## src/rtl/wb_pkg.sv

```systemverilog
// Writeback sequencer shared definitions.
//   wb_state_t : sequencer FSM states
//   REG_PC     : register address reserved for the program counter (all ones)
//   wb_pkt_t   : captured packet control fields at the default geometry
package wb_pkg;

   typedef enum logic {
      IDLE  = 1'b0,
      WRITE = 1'b1
   } wb_state_t;

   localparam int WB_ADDRESSWIDTH = 4;
   localparam int WB_LANES        = 4;

   localparam logic [WB_ADDRESSWIDTH-1:0] REG_PC = '1;

   typedef struct packed {
      logic                       isvector;
      logic [WB_ADDRESSWIDTH-1:0] addr;
      logic [WB_LANES-1:0]        mask;
   } wb_pkt_t;

endpackage

```

## src/rtl/wb_sequencer_lane_select.sv

```systemverilog
// LANES:1 mux of WIDTH-bit words, indexed by the lane counter.
//   data : packed lanes, lane i at [i*WIDTH +: WIDTH]
//   sel  : lane index
//   y    : selected word
module lane_select #(
   parameter int WIDTH = 24,
   parameter int LANES = 4,
   parameter int LANEW = $clog2(LANES)
) (
   input  logic [LANES*WIDTH-1:0] data,
   input  logic [LANEW-1:0]       sel,
   output logic [WIDTH-1:0]       y
);

   always_comb begin
      y = '0;
      for (int i = 0; i < LANES; i++) begin
         if (sel == LANEW'(i)) y = data[i*WIDTH +: WIDTH];
      end
   end

endmodule

```

## src/rtl/wb_sequencer.sv

```systemverilog
// Writeback sequencer: captures scalar/vector results over valid/ready and
// serializes them into one register-file write per cycle.
//   clk, reset            : clock, async active-high reset
//   in_valid/in_ready     : upstream handshake
//   in_isvector/addr/data/mask : result packet
//   we3/wa3/wd3/isvector/lane  : register-file write port
//   busy                  : FSM not idle
//   pend_valid/addr/isvector   : destination still being written (RAW stall)
//   err_pc_write          : pulse when a scalar PC write is dropped
//
// state | meaning
// IDLE  | no packet held, ready to accept
// WRITE | issuing writes for the captured packet, one lane per cycle
module wb_sequencer
   import wb_pkg::*;
#(
   parameter int WIDTH        = 24,
   parameter int ADDRESSWIDTH = 4,
   parameter int LANES        = 4,
   parameter int LANEW        = $clog2(LANES)
) (
   input  logic                    clk,
   input  logic                    reset,
   input  logic                    in_valid,
   output logic                    in_ready,
   input  logic                    in_isvector,
   input  logic [ADDRESSWIDTH-1:0] in_addr,
   input  logic [LANES*WIDTH-1:0]  in_data,
   input  logic [LANES-1:0]        in_mask,
   output logic                    we3,
   output logic [ADDRESSWIDTH-1:0] wa3,
   output logic [WIDTH-1:0]        wd3,
   output logic                    isvector,
   output logic [LANEW-1:0]        lane,
   output logic                    busy,
   output logic                    pend_valid,
   output logic [ADDRESSWIDTH-1:0] pend_addr,
   output logic                    pend_isvector,
   output logic                    err_pc_write
);

   localparam logic [LANEW-1:0] LAST_LANE = LANEW'(LANES-1);

   wb_state_t               state, state_n;
   logic [LANEW-1:0]        cnt, cnt_n;
   logic                    pkt_isvector;
   logic [ADDRESSWIDTH-1:0] pkt_addr;
   logic [LANES*WIDTH-1:0]  pkt_data;
   logic [LANES-1:0]        pkt_mask;
   logic                    last_cycle, accept_ok, accept, pc_hit;

   assign last_cycle = (state == WRITE) && (!pkt_isvector || (cnt == LAST_LANE));
   assign accept_ok  = (state == IDLE) || last_cycle;
   assign accept     = in_valid && accept_ok;
   assign in_ready   = accept_ok && !reset;
   assign pc_hit     = &pkt_addr;

   always_ff @(posedge clk or posedge reset) begin
      if (reset) begin
         state        <= IDLE;
         cnt          <= '0;
         pkt_isvector <= 1'b0;
         pkt_addr     <= '0;
         pkt_data     <= '0;
         pkt_mask     <= '0;
      end else begin
         state <= state_n;
         cnt   <= cnt_n;
         if (accept) begin
            pkt_isvector <= in_isvector;
            pkt_addr     <= in_addr;
            pkt_data     <= in_data;
            pkt_mask     <= in_mask;
         end
      end
   end

   always_comb begin
      state_n = state;
      cnt_n   = cnt;
      case (state)
         IDLE: begin
            if (accept) begin
               state_n = WRITE;
               cnt_n   = '0;
            end
         end
         WRITE: begin
            if (last_cycle) begin
               cnt_n = '0;
               if (!accept) state_n = IDLE;
            end else begin
               cnt_n = cnt + 1'b1;
            end
         end
         default: begin
            state_n = IDLE;
            cnt_n   = '0;
         end
      endcase
   end

   always_comb begin
      we3          = 1'b0;
      err_pc_write = 1'b0;
      if (state == WRITE) begin
         if (pkt_isvector) begin
            we3 = pkt_mask[cnt];
         end else if (pc_hit) begin
            err_pc_write = 1'b1;
         end else begin
            we3 = 1'b1;
         end
      end
   end

   lane_select #(
      .WIDTH (WIDTH),
      .LANES (LANES),
      .LANEW (LANEW)
   ) u_lane_select (
      .data (pkt_data),
      .sel  (cnt),
      .y    (wd3)
   );

   assign wa3           = pkt_addr;
   assign isvector      = pkt_isvector;
   assign lane          = cnt;
   assign busy          = (state == WRITE);
   assign pend_valid    = busy;
   assign pend_addr     = busy ? pkt_addr : '0;
   assign pend_isvector = busy && pkt_isvector;

endmodule

```

## config.mk

```make
export PLATFORM = sky130hd
export DESIGN_NAME = wb_sequencer
export DESIGN_NICKNAME = d
export VERILOG_FILES = /design/src/rtl/wb_pkg.sv /design/src/rtl/wb_sequencer_lane_select.sv /design/src/rtl/wb_sequencer.sv
export SDC_FILE = /design/constraint.sdc
export NUM_CORES = 1
export LEC_CHECK = 0
export CELL_PAD_IN_SITES_DETAIL_PLACEMENT = 1
export CELL_PAD_IN_SITES_GLOBAL_PLACEMENT = 1
export CORE_ASPECT_RATIO = 0.75
export CORE_MARGIN = 1.5
export CORE_UTILIZATION = 42
export DETAILED_ROUTE_END_ITERATION = 7
export PLACE_DENSITY_LB_ADDON = 0.12
export SETUP_SLACK_MARGIN = 0.5
export SLEW_MARGIN = 20
export SYNTH_ARGS = -nofsm -noshare
export SYNTH_HDL_FRONTEND = slang
export SYNTH_HIERARCHICAL = 1
export SYNTH_SLANG_ARGS = --single-unit
export TNS_END_PERCENT = 5
```

## constraint.sdc

```tcl
create_clock -name clk -period 10.1 [get_ports clk]
set_clock_uncertainty 0.15 [all_clocks]
set_input_delay 3.03 -clock clk [delete_from_list [all_inputs] [get_ports clk]]
set_output_delay 3.03 -clock clk [all_outputs]
set_load 0.02 [all_outputs]
```

== Yosys cells after proc, flatten, opt, wreduce, memory -nomap -nowiden ==
Cells that the tools add are included.
Word-level totals
  output and inout port bits: 41
  logic and storage cells: 42
  bits in registers: 108
Operators by class
  $add $sub $neg: 1
  equality and inequality tests: 4
  reduce and logical (&&, ||, !) cells: 10
  $lt $le $gt $ge: 1
  muxes and demuxes: 19
  bitwise operators: 1
Operator list (number)
  $mux W24: 4
  $mux W1: 9
  $eq A2 B2 Y1 const B: 2
  $logic_and A1 B1 Y1: 4
  $mux W2: 2
  $mux W4: 1
  $pmux W2 S2: 1
  $reduce_and A4 Y1: 1
  $lt A2 B3 Y1 const B: 1
  $add A2 B1 Y2 const B: 1
  $bmux W1 S2: 1
  $eq A2 B1 Y1 const B: 1
  $logic_not A1 Y1: 2
  $logic_not A2 Y1: 1
  $logic_or A1 B1 Y1: 2
  $ne A2 B2 Y1 const B: 1
  $pmux W1 S2: 1
  $not A1 Y1: 1

== Longest topological paths before layout ==
  depth in word-level cells: 8
  mapped depth: 6

== Hierarchy ==
Netlist, hierarchy kept.
Modules (own cells, without submodules)
  wb_sequencer: cells each 249, seq. area each 2702.6 µm², times used 1, area each 4410.5 µm²
  lane_select: cells each 30, seq. area each 0.0 µm², times used 1, area each 620.6 µm²

== Worst setup path after synthesis ==
Ideal clock, no wire load.
  path type: input to output
  from: input port reset
  to: output port in_ready
  data arrival time: 3.370 ns
  buffers on the path: 0
  stages on the path: 1
  path slack: 3.550 ns
  path through: a21oi_1
Between the ends
  longest elaborated chain between the ends: 2
RTL lines
  start: declaration: line wb_sequencer.sv:23  | input logic reset,
  $logic_not A1 Y1 (no line)
  $logic_and A1 B1 Y1: line wb_sequencer.sv:55  | assign in_ready = accept_ok && !reset;
  end: declaration: line wb_sequencer.sv:25  | output logic in_ready,
No other way between the ends.

== Final worst setup path ==
Same ends and word-level chain as after synthesis.

==> results.py <==
metrics = {
    "outcome": {
        "status": "finished clean",
    },
    "critical_path": {
        "cp-end-kind": "output port",
        "path_common_cell": "clkdlybuf4s50_1",
        "worstPathRequired_ns": 6.92,
        "cp_slowest_cell": "clkdlybuf4s50_1",
        "path_max_fanout": 2,
        "worstSetupPathType": "primary input to output port",
        "reg2reg_depth": 4,
        "cp_data_arrival_time_ns": 4.24,
        "r2r_slack_ns": 7.17,
        "startpoint_type": "primary input",
        "reg2reg_from": "lane[0]$_DFFE_PP0P_",
        "crit_chain": "clkdlybuf4s50_1 -> a21oi_1 -> clkdlybuf4s50_1",
        "reg2reg_to": "pkt_data[81]$_DFFE_PP0P_",
        "slowest_delay_ns": 0.61,
    },
    "global_routing": {
        "grt_usage": 0.181,
        "grt_pass1_vias": 3228,
        "grt_pass1_wl_microns": 17400,
        "grt_max_degree": 106,
        "antenna_found_initial": 0,
        "gr-total-overflow": 0,
    },
    "die": {
        "start_util": 0.432,
        "core-area_sq_um": 11700,
        "die_y_microns": 97.8,
        "ios": 149,
        "rows": 34,
        "die_width_microns": 129,
        "die_area_sq_um": 12700,
    },
    "sta": {
        "fin_crit_sh": 0.735,
        "max_slew_margin": 0.347,
        "drv_slew": 0,
        "tightest_slew_ns": 0.980,
        "hold_viol_final": 0,
        "tns_ns": 0,
        "rsz0062_at_grt": "no",
        "setup_viol": 0,
        "fmax_mhz": 135,
        "fin_crit_ns": 7.42,
    },
    "clocking": {
        "cts_hold_buf": 0,
        "path_clk_slew_ns": 0.07,
        "ctsRootBufferMaster": "clkbuf_16",
        "htree_levels": 3,
        "post_cts_buffers": 0,
        "cts_buffers": 9,
        "cts.sinks": 108,
        "cts_resized": 0,
        "cts_buffer_depth": 2,
        "clock_latency_ns": 0.34,
        "cts_tree": "yes",
    },
    "logic_synthesis": {
        "synth_area_leader_cell": "dfrtp_1",
        "synth_cell_types": 23,
        "synth_nets": 388,
        "yosysSeqAreaShare": 0.537,
        "ys_warn_count": 6,
        "ys_ff_latch": 108,
        "synth_area_leaders": "dfrtp_1 54%, mux2_4 15%, mux2_2 12%",
        "synth_cells": 279,
        "netlist_area_sq_um": 5030,
        "synth_top_area_frac": 0.537,
        "avgSynthCellArea_sq_um": 18.0,
    },
    "place": {
        "placement.io_buffers": 148,
        "dpl.cell_count": 572,
        "hpwl_microns": 7250,
        "gp_congestion": 0.696,
    },
    "detailed_routing": {
        "vias": 2897,
        "postRouteAntennaNets": 0,
        "viasPerCell": 4.93,
        "drt_iter0_markers": 79,
        "dr.pass1.iters": 3,
        "routedWlPerCell_microns": 18.2,
        "routed_wl_microns": 10700,
        "drcViolationCount": 0,
    },
    "cells_and_area": {
        "drive_gt1_frac": 0.347,
        "area_delta_synth_final_pct": 35.6,
        "final_common_cell": "clkdlybuf4s50_1",
        "seqCellArea_sq_um": 2700,
        "diodes": 0,
        "final_cells": 588,
        "multi_input_area_sq_um": 2100,
        "finalNetCount": 530,
        "final_cell_mix": "148 x clkdlybuf4s50_1, 107 x dfrtp_1, 55 x mux2_2",
        "fillerInstances": 1092,
    },
    "worst_hold_path": {
        "hold_depth": 1,
        "worstHoldStart": "pkt_data[66]$_DFFE_PP0P_",
        "min_to": "pkt_data[66]$_DFFE_PP0P_",
        "holdCritPathClass": "flip-flop to flip-flop",
    },
    "job": {
        "drv_cap": 0,
    },
    "power_and_ir_drop": {
        "p_leak_nw": 2.87,
        "p_per_area_nw_per_um2": 296,
        "vdd_drop_max_mv": 0.126,
    },
}
-- power by group --
group | switching (W) | leakage (nW) | internal (W)
Clock | 0.000157 | 0.148 | 0.000206
Combinational | 0.000343 | 1.47 | 0.000568
Sequential | 0.000137 | 1.26 | 0.000608
Total | 0.000638 | 2.87 | 0.00138
-- final cells by class --
type / instances / area share
Sequential cell: 108 / 0.396
Clock inverter: 5 / 0.00862
Tap cell: 162 / 0.0297
Clock buffer: 11 / 0.0371
Multi-Input combinational cell: 150 / 0.307
Timing Repair Buffer: 150 / 0.219
Inverter: 2 / 0.00147
-- logic make-up after synthesis --
family,share of synthesized area
muxes,0.387
DFF,0.537
buffers and inverters,0.0480
and+or+nand+nor,0.0209
AOI/OAI and AO/OA,0.00423
adders and majority gates,0.00249
-- cells in the mapped netlist --
cell type,count
nand4_1,1
buf_4,6
mux4_2,21
o22ai_1,1
nor2_1,2
mux2_2,55
mux4_1,4
buf_2,2
nand3b_2,1
nand2b_1,3
ha_1,1
buf_6,1
a21oi_1,1
and3_1,1
a32o_1,1
dfrtp_1,108
mux2_4,50
inv_1,2
clkbuf_1,2
nor2b_1,2
and2_1,5
buf_12,8
nand2_4,1
-- stage by stage --
stage	setup slack (ns)	power (W)	instance area [sq um]	utilization	hold WS, ns
after floorplan	3.55	0.00136	5030	-	0.321
after global placement	2.69	0.00165	6510	0.558	0.330
after detailed placement	2.68	0.00168	6510	0.558	0.338
after CTS	2.67	0.00205	6820	0.585	0.354
after global routing	2.65	0.00214	6820	0.585	0.369
final	2.68	0.00202	6820	0.585	0.354
-- critical path, delay by kind of cell --
kind                   cells  cell delay [ns]
buffers and inverters      2             1.07
AO/OA/AOI/OAI              1             0.13
-- layer usage --
metal  GRT usage  vias up  routed length, microns
met2       0.282       87                    4950
met3      0.0614        7                     711
li1            -     1311                       -
met5           0        -                       0
met1       0.247     1492                    4940
met4      0.0441        0                      96
-- state kept, by name, summed over array words and instances (netlist names) --
name,cells
pkt_data,96
lane,2
isvector,1
pkt_mask,4
busy,1
wa3,4
-- worst max-delay path by stage --
| stage | start | endpoint | slack [ns] | cells past startpoint |
|---|---|---|---|---|
| 2_1_floorplan | reset | in_ready | 3.55 | 1 |
| 3_3_place_gp | reset | in_ready | 2.69 | 3 |
| 3_5_place_dp | reset | in_ready | 2.68 | 3 |
| 4_1_cts | reset | in_ready | 2.67 | 3 |
| 5_1_grt | reset | in_ready | 2.65 | 3 |
| 6_report | reset | in_ready | 2.68 | 3 |
Note: power is estimated with default switching activity, not from simulation.
